--- src/rtl/chnl_pkt_arbiter.sv ---
// Packet-level arbiter: picks one eligible slave channel per packet (lowest prio
// value, round-robin on ties) and streams a fixed-length packet to one valid/ready port.
//
// state | meaning
// IDLE  | no packet open; arbitrate among eligible channels
// SEND  | stream words from the granted channel until the latched length is sent
module chnl_pkt_arbiter #(
  parameter int DW    = 32,
  parameter int LENW  = 3,
  parameter int PRIOW = 2
) (
  input  logic             clk_i,
  input  logic             rstn_i,
  input  logic             slv0_en_i,
  input  logic             slv1_en_i,
  input  logic             slv2_en_i,
  input  logic [PRIOW-1:0] slv0_prio_i,
  input  logic [PRIOW-1:0] slv1_prio_i,
  input  logic [PRIOW-1:0] slv2_prio_i,
  input  logic [LENW-1:0]  slv0_len_i,
  input  logic [LENW-1:0]  slv1_len_i,
  input  logic [LENW-1:0]  slv2_len_i,
  input  logic             slv0_req_i,
  input  logic             slv1_req_i,
  input  logic             slv2_req_i,
  input  logic [DW-1:0]    slv0_data_i,
  input  logic [DW-1:0]    slv1_data_i,
  input  logic [DW-1:0]    slv2_data_i,
  output logic             slv0_ack_o,
  output logic             slv1_ack_o,
  output logic             slv2_ack_o,
  output logic             pkt_valid_o,
  output logic [DW-1:0]    pkt_data_o,
  output logic [1:0]       pkt_id_o,
  output logic             pkt_first_o,
  output logic             pkt_last_o,
  input  logic             pkt_ready_i,
  output logic             busy_o
);

  typedef enum logic {ST_IDLE = 1'b0, ST_SEND = 1'b1} state_t;

  state_t           r_state;
  state_t           w_state_nxt;
  logic [1:0]       r_gid;
  logic [1:0]       r_last_grant;
  logic [5:0]       r_len;
  logic [5:0]       r_cnt;

  logic [3:0]       w_req;
  logic [3:0]       w_elig;
  logic [PRIOW-1:0] w_prio [4];
  logic [LENW-1:0]  w_len  [4];
  logic [DW-1:0]    w_data [4];
  logic             w_found;
  logic [1:0]       w_win;
  logic [PRIOW-1:0] w_best;
  logic             w_valid;
  logic             w_xfer;
  logic             w_last_beat;

  // Slot 3 is a dead entry so a 2-bit index never selects an undriven element.
  assign w_req     = {1'b0, slv2_req_i, slv1_req_i, slv0_req_i};
  assign w_elig    = w_req & {1'b0, slv2_en_i, slv1_en_i, slv0_en_i};
  assign w_prio[0] = slv0_prio_i;
  assign w_prio[1] = slv1_prio_i;
  assign w_prio[2] = slv2_prio_i;
  assign w_prio[3] = '0;
  assign w_len[0]  = slv0_len_i;
  assign w_len[1]  = slv1_len_i;
  assign w_len[2]  = slv2_len_i;
  assign w_len[3]  = '0;
  assign w_data[0] = slv0_data_i;
  assign w_data[1] = slv1_data_i;
  assign w_data[2] = slv2_data_i;
  assign w_data[3] = '0;

  function automatic logic [1:0] rr_idx(input logic [1:0] last, input logic [1:0] k);
    logic [2:0] s;
    s = {1'b0, last} + {1'b0, k} + 3'd1;
    if (s >= 3'd3) s = s - 3'd3;
    return s[1:0];
  endfunction

  function automatic logic [5:0] len_dec(input logic [LENW-1:0] code);
    logic [5:0] n;
    if (code == LENW'(0))      n = 6'd4;
    else if (code == LENW'(1)) n = 6'd8;
    else if (code == LENW'(2)) n = 6'd16;
    else                       n = 6'd32;
    return n;
  endfunction

  // Scan in round-robin order; strict '<' keeps the earliest channel on a tie.
  always_comb begin
    logic [1:0] idx;
    w_found = 1'b0;
    w_win   = 2'd0;
    w_best  = '0;
    idx     = 2'd0;
    for (int k = 0; k < 3; k++) begin
      idx = rr_idx(r_last_grant, 2'(k));
      if (w_elig[idx] && (!w_found || (w_prio[idx] < w_best))) begin
        w_found = 1'b1;
        w_win   = idx;
        w_best  = w_prio[idx];
      end
    end
  end

  assign w_valid     = (r_state == ST_SEND) && w_req[r_gid];
  assign w_xfer      = w_valid && pkt_ready_i;
  assign w_last_beat = (r_cnt == (r_len - 6'd1));

  always_ff @(posedge clk_i or negedge rstn_i) begin
    if (!rstn_i) begin
      r_state      <= ST_IDLE;
      r_gid        <= 2'd0;
      r_len        <= 6'd0;
      r_cnt        <= 6'd0;
      r_last_grant <= 2'd2;
    end else begin
      r_state <= w_state_nxt;
      if (r_state == ST_IDLE) begin
        if (w_found) begin
          r_gid <= w_win;
          r_len <= len_dec(w_len[w_win]);
          r_cnt <= 6'd0;
        end
      end else if (w_xfer) begin
        r_cnt <= r_cnt + 6'd1;
        if (w_last_beat) r_last_grant <= r_gid;
      end
    end
  end

  always_comb begin
    w_state_nxt = r_state;
    case (r_state)
      ST_IDLE: if (w_found) w_state_nxt = ST_SEND;
      ST_SEND: if (w_xfer && w_last_beat) w_state_nxt = ST_IDLE;
      default: w_state_nxt = ST_IDLE;
    endcase
  end

  always_comb begin
    pkt_valid_o = 1'b0;
    pkt_data_o  = '0;
    pkt_id_o    = 2'd0;
    pkt_first_o = 1'b0;
    pkt_last_o  = 1'b0;
    busy_o      = 1'b0;
    slv0_ack_o  = 1'b0;
    slv1_ack_o  = 1'b0;
    slv2_ack_o  = 1'b0;
    if (r_state == ST_SEND) begin
      pkt_valid_o = w_valid;
      pkt_data_o  = w_data[r_gid];
      pkt_id_o    = r_gid;
      pkt_first_o = w_valid && (r_cnt == 6'd0);
      pkt_last_o  = w_valid && w_last_beat;
      busy_o      = 1'b1;
      slv0_ack_o  = w_xfer && (r_gid == 2'd0);
      slv1_ack_o  = w_xfer && (r_gid == 2'd1);
      slv2_ack_o  = w_xfer && (r_gid == 2'd2);
    end
  end

endmodule

--- config.mk ---
export PLATFORM = sky130hd
export DESIGN_NAME = chnl_pkt_arbiter
export DESIGN_NICKNAME = d
export VERILOG_FILES = /design/src/rtl/chnl_pkt_arbiter.sv
export SDC_FILE = /design/constraint.sdc
export NUM_CORES = 1
export LEC_CHECK = 0
export ABC_AREA = 1
export CAP_MARGIN = 10
export CORE_MARGIN = 1
export CORE_UTILIZATION = 35
export CTS_BUF_LIST = sky130_fd_sc_hd__clkbuf_4
export CTS_CLUSTER_DIAMETER = 150
export DETAILED_ROUTE_END_ITERATION = 12
export DONT_BUFFER_PORTS = 1
export SLEW_MARGIN = 20
export SYNTH_ARGS = -nofsm -noshare
export SYNTH_HDL_FRONTEND = slang
export SYNTH_SLANG_ARGS = --single-unit
--- constraint.sdc ---
create_clock -name clk_i -period 3.03 [get_ports clk_i]
set_clock_uncertainty 0.1 [all_clocks]
set_input_delay 0.303 -clock clk_i [delete_from_list [all_inputs] [get_ports clk_i]]
set_output_delay 0.303 -clock clk_i [all_outputs]
set_load 0.05 [all_outputs]
==> results of run 1 <==
==> area by class of cell <==
type | count | area, µm² | area share [%]
inverters | 69 | 271.5 | 9.076
clock buffers | 3 | 22.52 | 0.7528
flip-flops and latches | 15 | 377.9 | 12.63
repair buffers | 44 | 332.8 | 11.13
clock inverters | 1 | 5.005 | 0.1673
well taps | 77 | 96.34 | 3.220
multi-input cells | 323 | 1886 | 63.03
==> metal layers <==
layer  part of all wire, %  routed length, µm  global-route usage [%]
met2                    51               3946                   38.36
met5                     0                  0                       0
met1                    43               3300                   25.61
met4                   1.4                106                   3.698
met3                   5.1                396                   2.374
==> power by group through the flow <==
| stage | Sequential [mW] | Clock, mW | Combinational, mW |
|---|---|---|---|
| floorplan | 0.348 | 0 | 2.59 |
| global placement | 0.370 | 0 | 3.11 |
| detailed placement | 0.372 | 0 | 3.15 |
| CTS | 0.369 | 0.119 | 3.25 |
| global route | 0.386 | 0.127 | 3.81 |
| finish | 0.371 | 0.116 | 3.53 |
==> state kept, by name, indices dropped and copies added, names as in the netlist <==
register,cells
r_gid,2
r_state,1
r_last_grant,2
r_cnt,6
r_len,4
==> cell families (layout without fill, tap and decap cells) <==
logic type | count (synthesis) | count (layout) | synth area share, %
buffers and inverters | 88 | 117 | 14.45
flip-flops | 15 | 15 | 16.11
AND/OR/NAND/NOR | 271 | 271 | 53.13
adder cells (fa/ha/maj) | 9 | 9 | 4.815
AO/OA/AOI/OAI | 39 | 39 | 10.01
XOR/XNOR | 4 | 4 | 1.498
==> through the flow <==
stage	instances	cell area, µm²
CTS	530	2839
detailed placement	523	2739
finish	532	2992
floorplan	426	2417
global placement	523	2739
global route	532	2992
==> worst max-delay path by stage <==
stage,from,endpoint,slack [ns]
floorplan,r_last_grant[1],r_len[5],-0.21
global placement,r_last_grant[1],r_len[5],-0.18
detailed placement,r_last_grant[1],r_len[5],-0.30
CTS,r_last_grant[1],r_len[4],-0.25
global route,r_last_grant[1],r_len[5],-0.51
finish,r_last_grant[1],r_len[5],-0.32
==> cells in the final DEF (no fill, tap or decap), types with 4 or more instances in the layout <==
master	count
a21oi_1	8
nand2_4	11
buf_4	43
nor3_1	4
nor2_1	4
inv_2	7
o21ai_1	8
nand2_1	133
nand2_2	15
inv_1	59
a21oi_2	4
ha_1	7
o21ai_0	5
nand3_2	8
nand3_1	78
dfrtp_1	13
==> critical path: stages (launching register included) <==
cell     delay [ns]
dfstp_2        0.55
inv_2          0.05
ha_4           0.35
inv_8          0.06
nor2_4         0.10
nand2_2        0.07
nand2_4        0.07
nand2_4        0.06
ha_4           0.24
nand2_2        0.06
nand2_2        0.05
nand2_4        0.07
nand2_4        0.06
nand2_1        0.05
o21ai_1        0.06
ha_1           0.28
nand2_2        0.06
nand2_2        0.06
nand2_4        0.10
nand2_8        0.09
nand2_8        0.08
nand2_4        0.07
nand2_1        0.07
nand2_1        0.09
nand2_4        0.13
nand3_4        0.08
nand3_2        0.07
nand2_1        0.05
==> repair_timing <==
item                                    4_1_cts  5_1_grt
hold buffers                                  1        0
endpoints found under the setup margin        6        8
hold endpoints to repair                     15        0
pin swaps                                    12        9
buffers inserted                              2        2
gates resized for setup                      15       33
==> run summary, run 1 <==
clock-pin slew on the worst setup and hold paths -> 0.09 ns
Synth top area share -> 23.76%
min-delay worst type -> input pin to flop
clk sinks -> 15
Die H -> 83.74 µm
Comb pwr share -> 87.9%
Clk Latency, worst-skew pair -> 0.29 ns
status -> finished with violations
Layout area overhead -> 27.93%
first-pass GRT wire length -> 11990 µm
PortBufs -> 0
DRC errors left -> 0
arrival time at the worst endpoint -> 3.43 ns
initial antenna violation count -> 0
Vias -> 2826
crit path launch type -> flop
number of synthesized register bits -> 15
setup ws final -> -0.3178 ns
Final Util -> 46.85%
part of the cycle the worst path needs -> 110.5%
internal power -> 1.333 mW
Avg Vias per Cell -> 5.312
critical path class -> flop to flop
Syn Std Cell Area -> 2338 µm²
gr ovfl total -> 0
CTS tree -> yes
leading area contributor after synthesis -> nand2_1
Slew headroom -> 54.63%
count leader, synth -> nand2_1
synthesized instance count -> 426
chip width -> 83.74 µm
dpl ws -> -0.2992 ns
power density cells -> 1343 nW/µm²
post-DR wirelength/cell -> 14.57 µm
Worst Path Required -> 3.12 ns
Commonest cells post-synth -> nand2_1 (148), nand3_1 (85), inv_1 (63)
Final Setup Violations -> 6
Sw Ratio -> 66.82%
H-Tree Depth -> 1
R2R Path Start -> r_last_grant[1]
antenna-violating nets left -> 0
Yosys warning count -> 0
# rows -> 29
max-cap violation count -> 0
Post-synth ARST share -> 100.0%
First-pass DRT Iterations -> 4
Slew Limit Fails -> 0
Post-synth EDFFs -> 0
Iter 0 DRT Violations -> 147
# fillers -> 678
P_leak -> 1.612 nW
Bufs on Longest Clock Path -> 2
CP Max Fanout -> 8
final HPWL from detailed placement -> 6125 µm
Routed WL -> 7749 µm
Hold Crit Depth -> 2
Placer Congestion -> 0.9413
initial core utilization -> 36.62%
CTS buffer count -> 3
VDD IR-drop max -> 821.5 µV
Antenna diodes -> 0
total power -> 4.018 mW
Slew @ Worst Pin -> 0.6782 ns
Top FF cell, synth -> dfrtp_1
DIE AREA -> 7012 µm²
start point of the worst hold path -> pkt_ready_i
Clk network pwr share -> 2.9%
IO Pins -> 161
Reg2Reg Depth -> 27
largest net degree at the start of global routing -> 33
RSZ-0062 raised after global routing -> true
Hold Crit Endpoint -> r_cnt[1]
flop2flop setup slack -> -0.32 ns
failing checks -> setup timing
nature of the critical path endpoint -> flop
final number of hold-violating endpoints -> 0
CTS root buffer -> clkbuf_4
minimum clock period -> 3.348 ns
sequential share of the synthesized area -> 16.10%
Yosys cell types -> 37
WHS -> 0.07039 ns
synth top area cells -> nand2_1 (24%), nand3_1 (18%), dfrtp_1 (15%)
setup TNS -> -1.409 ns
Max Fclk -> 298.7 MHz
reg2reg end -> r_len[5]
fin nets -> 585
Syn Area/Cell -> 5.489 µm²
core area -> 6386 µm²
post-synth net total -> 555
GRT Util Overall -> 20.64%
sequential power share -> 9.2%
share of cells above drive strength 1 -> 26.15%
number of global-route vias before repair -> 2550
Sw Pwr -> 2.685 mW
Note: power is estimated with default switching activity, not from simulation.
==> run 2, diff against run 1 <==
==> constraint.sdc (replaced) <==
create_clock -name clk_i -period 3.03 [get_ports clk_i]
set_clock_uncertainty 0.1 [all_clocks]
set_input_delay 0.606 -clock clk_i [delete_from_list [all_inputs] [get_ports clk_i]]
set_output_delay 0.606 -clock clk_i [all_outputs]
set_load 0.05 [all_outputs]
==> run summary, run 2 (synthesized netlist as in run 1, its figures left out) <==
VDD IR-drop max -> 862.0 µV
Avg Vias per Cell -> 5.339
Worst Path Required -> 3.12 ns
CP Max Fanout -> 6
Layout area overhead -> 55.81%
final cell count without fillers -> 566
number of global-route vias before repair -> 2708
Placer Congestion -> 0.9196
post-DR wirelength/cell -> 14.38 µm
arrival time at the worst endpoint -> 3.43 ns
dpl ws -> -0.3244 ns
Slew @ Worst Pin -> 0.6341 ns
P_leak -> 1.904 nW
H-Tree Depth -> 1
area taken by flip-flops and latches -> 377.9 µm²
failing checks -> setup timing
First-pass DRT Iterations -> 5
setup ws final -> -0.3135 ns
Slew Limit Fails -> 0
final HPWL from detailed placement -> 6390 µm
clock-pin slew on the worst setup and hold paths -> 0.09 ns
Antenna diodes -> 0
placed inst area -> 3344 µm²
most frequent cells in the layout -> nand2_1 (129), nand3_1 (79), inv_1 (60), buf_4 (43), buf_12 (32)
part of the cycle the worst path needs -> 110.3%
max-cap violation count -> 0
Die H -> 83.74 µm
IO Pins -> 161
CTS buffer count -> 3
share of cells above drive strength 1 -> 32.11%
Biggest register -> r_cnt
antenna-violating nets left -> 0
fin nets -> 619
gr ovfl total -> 0
status -> finished with violations
Max Fclk -> 299.1 MHz
Bufs on Longest Clock Path -> 2
multi-input logic area -> 1879 µm²
RSZ-0062 raised after global routing -> true
CTS tree -> yes
Iter 0 DRT Violations -> 148
Vias -> 3022
core area -> 6386 µm²
initial core utilization -> 36.62%
min-delay worst type -> input pin to async pin
initial antenna violation count -> 0
minimum clock period -> 3.344 ns
first-pass GRT wire length -> 12460 µm
DIE AREA -> 7012 µm²
R2R Path Start -> r_last_grant[1]
PortBufs -> 0
Slew headroom -> 57.59%
# rows -> 29
setup TNS -> -1.439 ns
clk sinks -> 15
critical path class -> flop to flop
Clk Latency, worst-skew pair -> 0.29 ns
chip width -> 83.74 µm
# fillers -> 590
max reg flops -> 6
GRT Util Overall -> 21.68%
biggest regs -> r_cnt: 6 flops, r_len: 4 flops
nature of the critical path endpoint -> flop
crit path launch type -> flop
Finished Cell Area -> 3643 µm²
Final Setup Violations -> 6
largest net degree at the start of global routing -> 33
Placed Instances -> 551
most common cell after layout, fill and taps aside -> nand2_1
Routed WL -> 8139 µm
DRC errors left -> 0
Critical Path Source -> r_last_grant[1]
power density cells -> 1407 nW/µm²
CTS root buffer -> clkbuf_4
final number of hold-violating endpoints -> 0
[run 2: changes by cell type in the layout (fill, tap and decap cells not counted), moves of 2 or more]
cell and delta:
nand2_1 -4, nand2_2 +5, buf_12 +32, nor2_1 -2, buf_6 +2
[run 2: routing by layer]
layer	vias up	global-route usage [%]	share of wire [%]
met5	-	0	0
li1	1484	-	-
met3	14	2.176	5.9
met2	128	41.46	52
met4	0	4.777	1.4
met1	1396	25.80	41
[run 2: final timing paths]
check | endpoint | slack [ns] | cells past startpoint
min in group clk_i | r_cnt[1] | 0.37 | 2
setup / recovery | r_len[5] | -0.31 | 25
setup reg to reg | r_len[5] | -0.31 | 25
hold reg to reg | r_len[5] | 0.43 | 2
max in group asynchronous | r_state | 1.71 | 1
hold / removal | r_last_grant[1] | 0.04 | 0
[run 2: final cells by class]
type | count | area share [%]
multi-input combinational | 323 | 51.58
timing repair buffer | 78 | 27.34
sequential | 15 | 10.37
inverter | 69 | 7.315
tap | 77 | 2.644
clock buffer | 3 | 0.6181
clock inverter | 1 | 0.1374
[run 2: critical path: stages, from the launching register on]
cell	delay, ns
dfstp_2	0.56
inv_2	0.05
ha_4	0.33
buf_6	0.12
a21oi_1	0.04
a21oi_2	0.20
ha_4	0.24
nand2_2	0.07
nand2_2	0.05
nand2_2	0.08
nand2_4	0.07
nand2_2	0.06
o21ai_2	0.05
ha_1	0.26
nand2_1	0.06
nand2_2	0.07
nand2_4	0.08
buf_4	0.14
nand3_1	0.08
nand3_1	0.11
nand3_2	0.09
nand2_2	0.07
inv_1	0.07
nand3_2	0.07
nand3_1	0.07
nand2_1	0.05
[run 2: repair_timing]
item / in CTS / in global routing
pin swaps: 6 / 10
resized for setup: 11 / 40
buffers inserted: 8 / 4
hold buffers: 1 / 0
endpoints found under the setup margin: 6 / 11
endpoints found under the hold margin: 14 / 0
[run 2: stage by stage]
stage               utilization [%]  total power, mW  hold slack, ns
finish                        57.05            5.125         0.04397
global route                  57.05            5.461         0.02531
CTS                           54.33            4.880         0.03564
detailed placement            52.37            4.630          0.2109
global placement              52.37            4.550          0.2109
floorplan                         -            2.930          0.2104
[run 2: power by group]
part	total, mW	switching, mW	leakage (nW)	internal [mW]
Combinational	4.63	2.72	1.70	1.92
Clock	0.117	0.0683	0.0177	0.0491
Sequential	0.373	0.0924	0.181	0.281
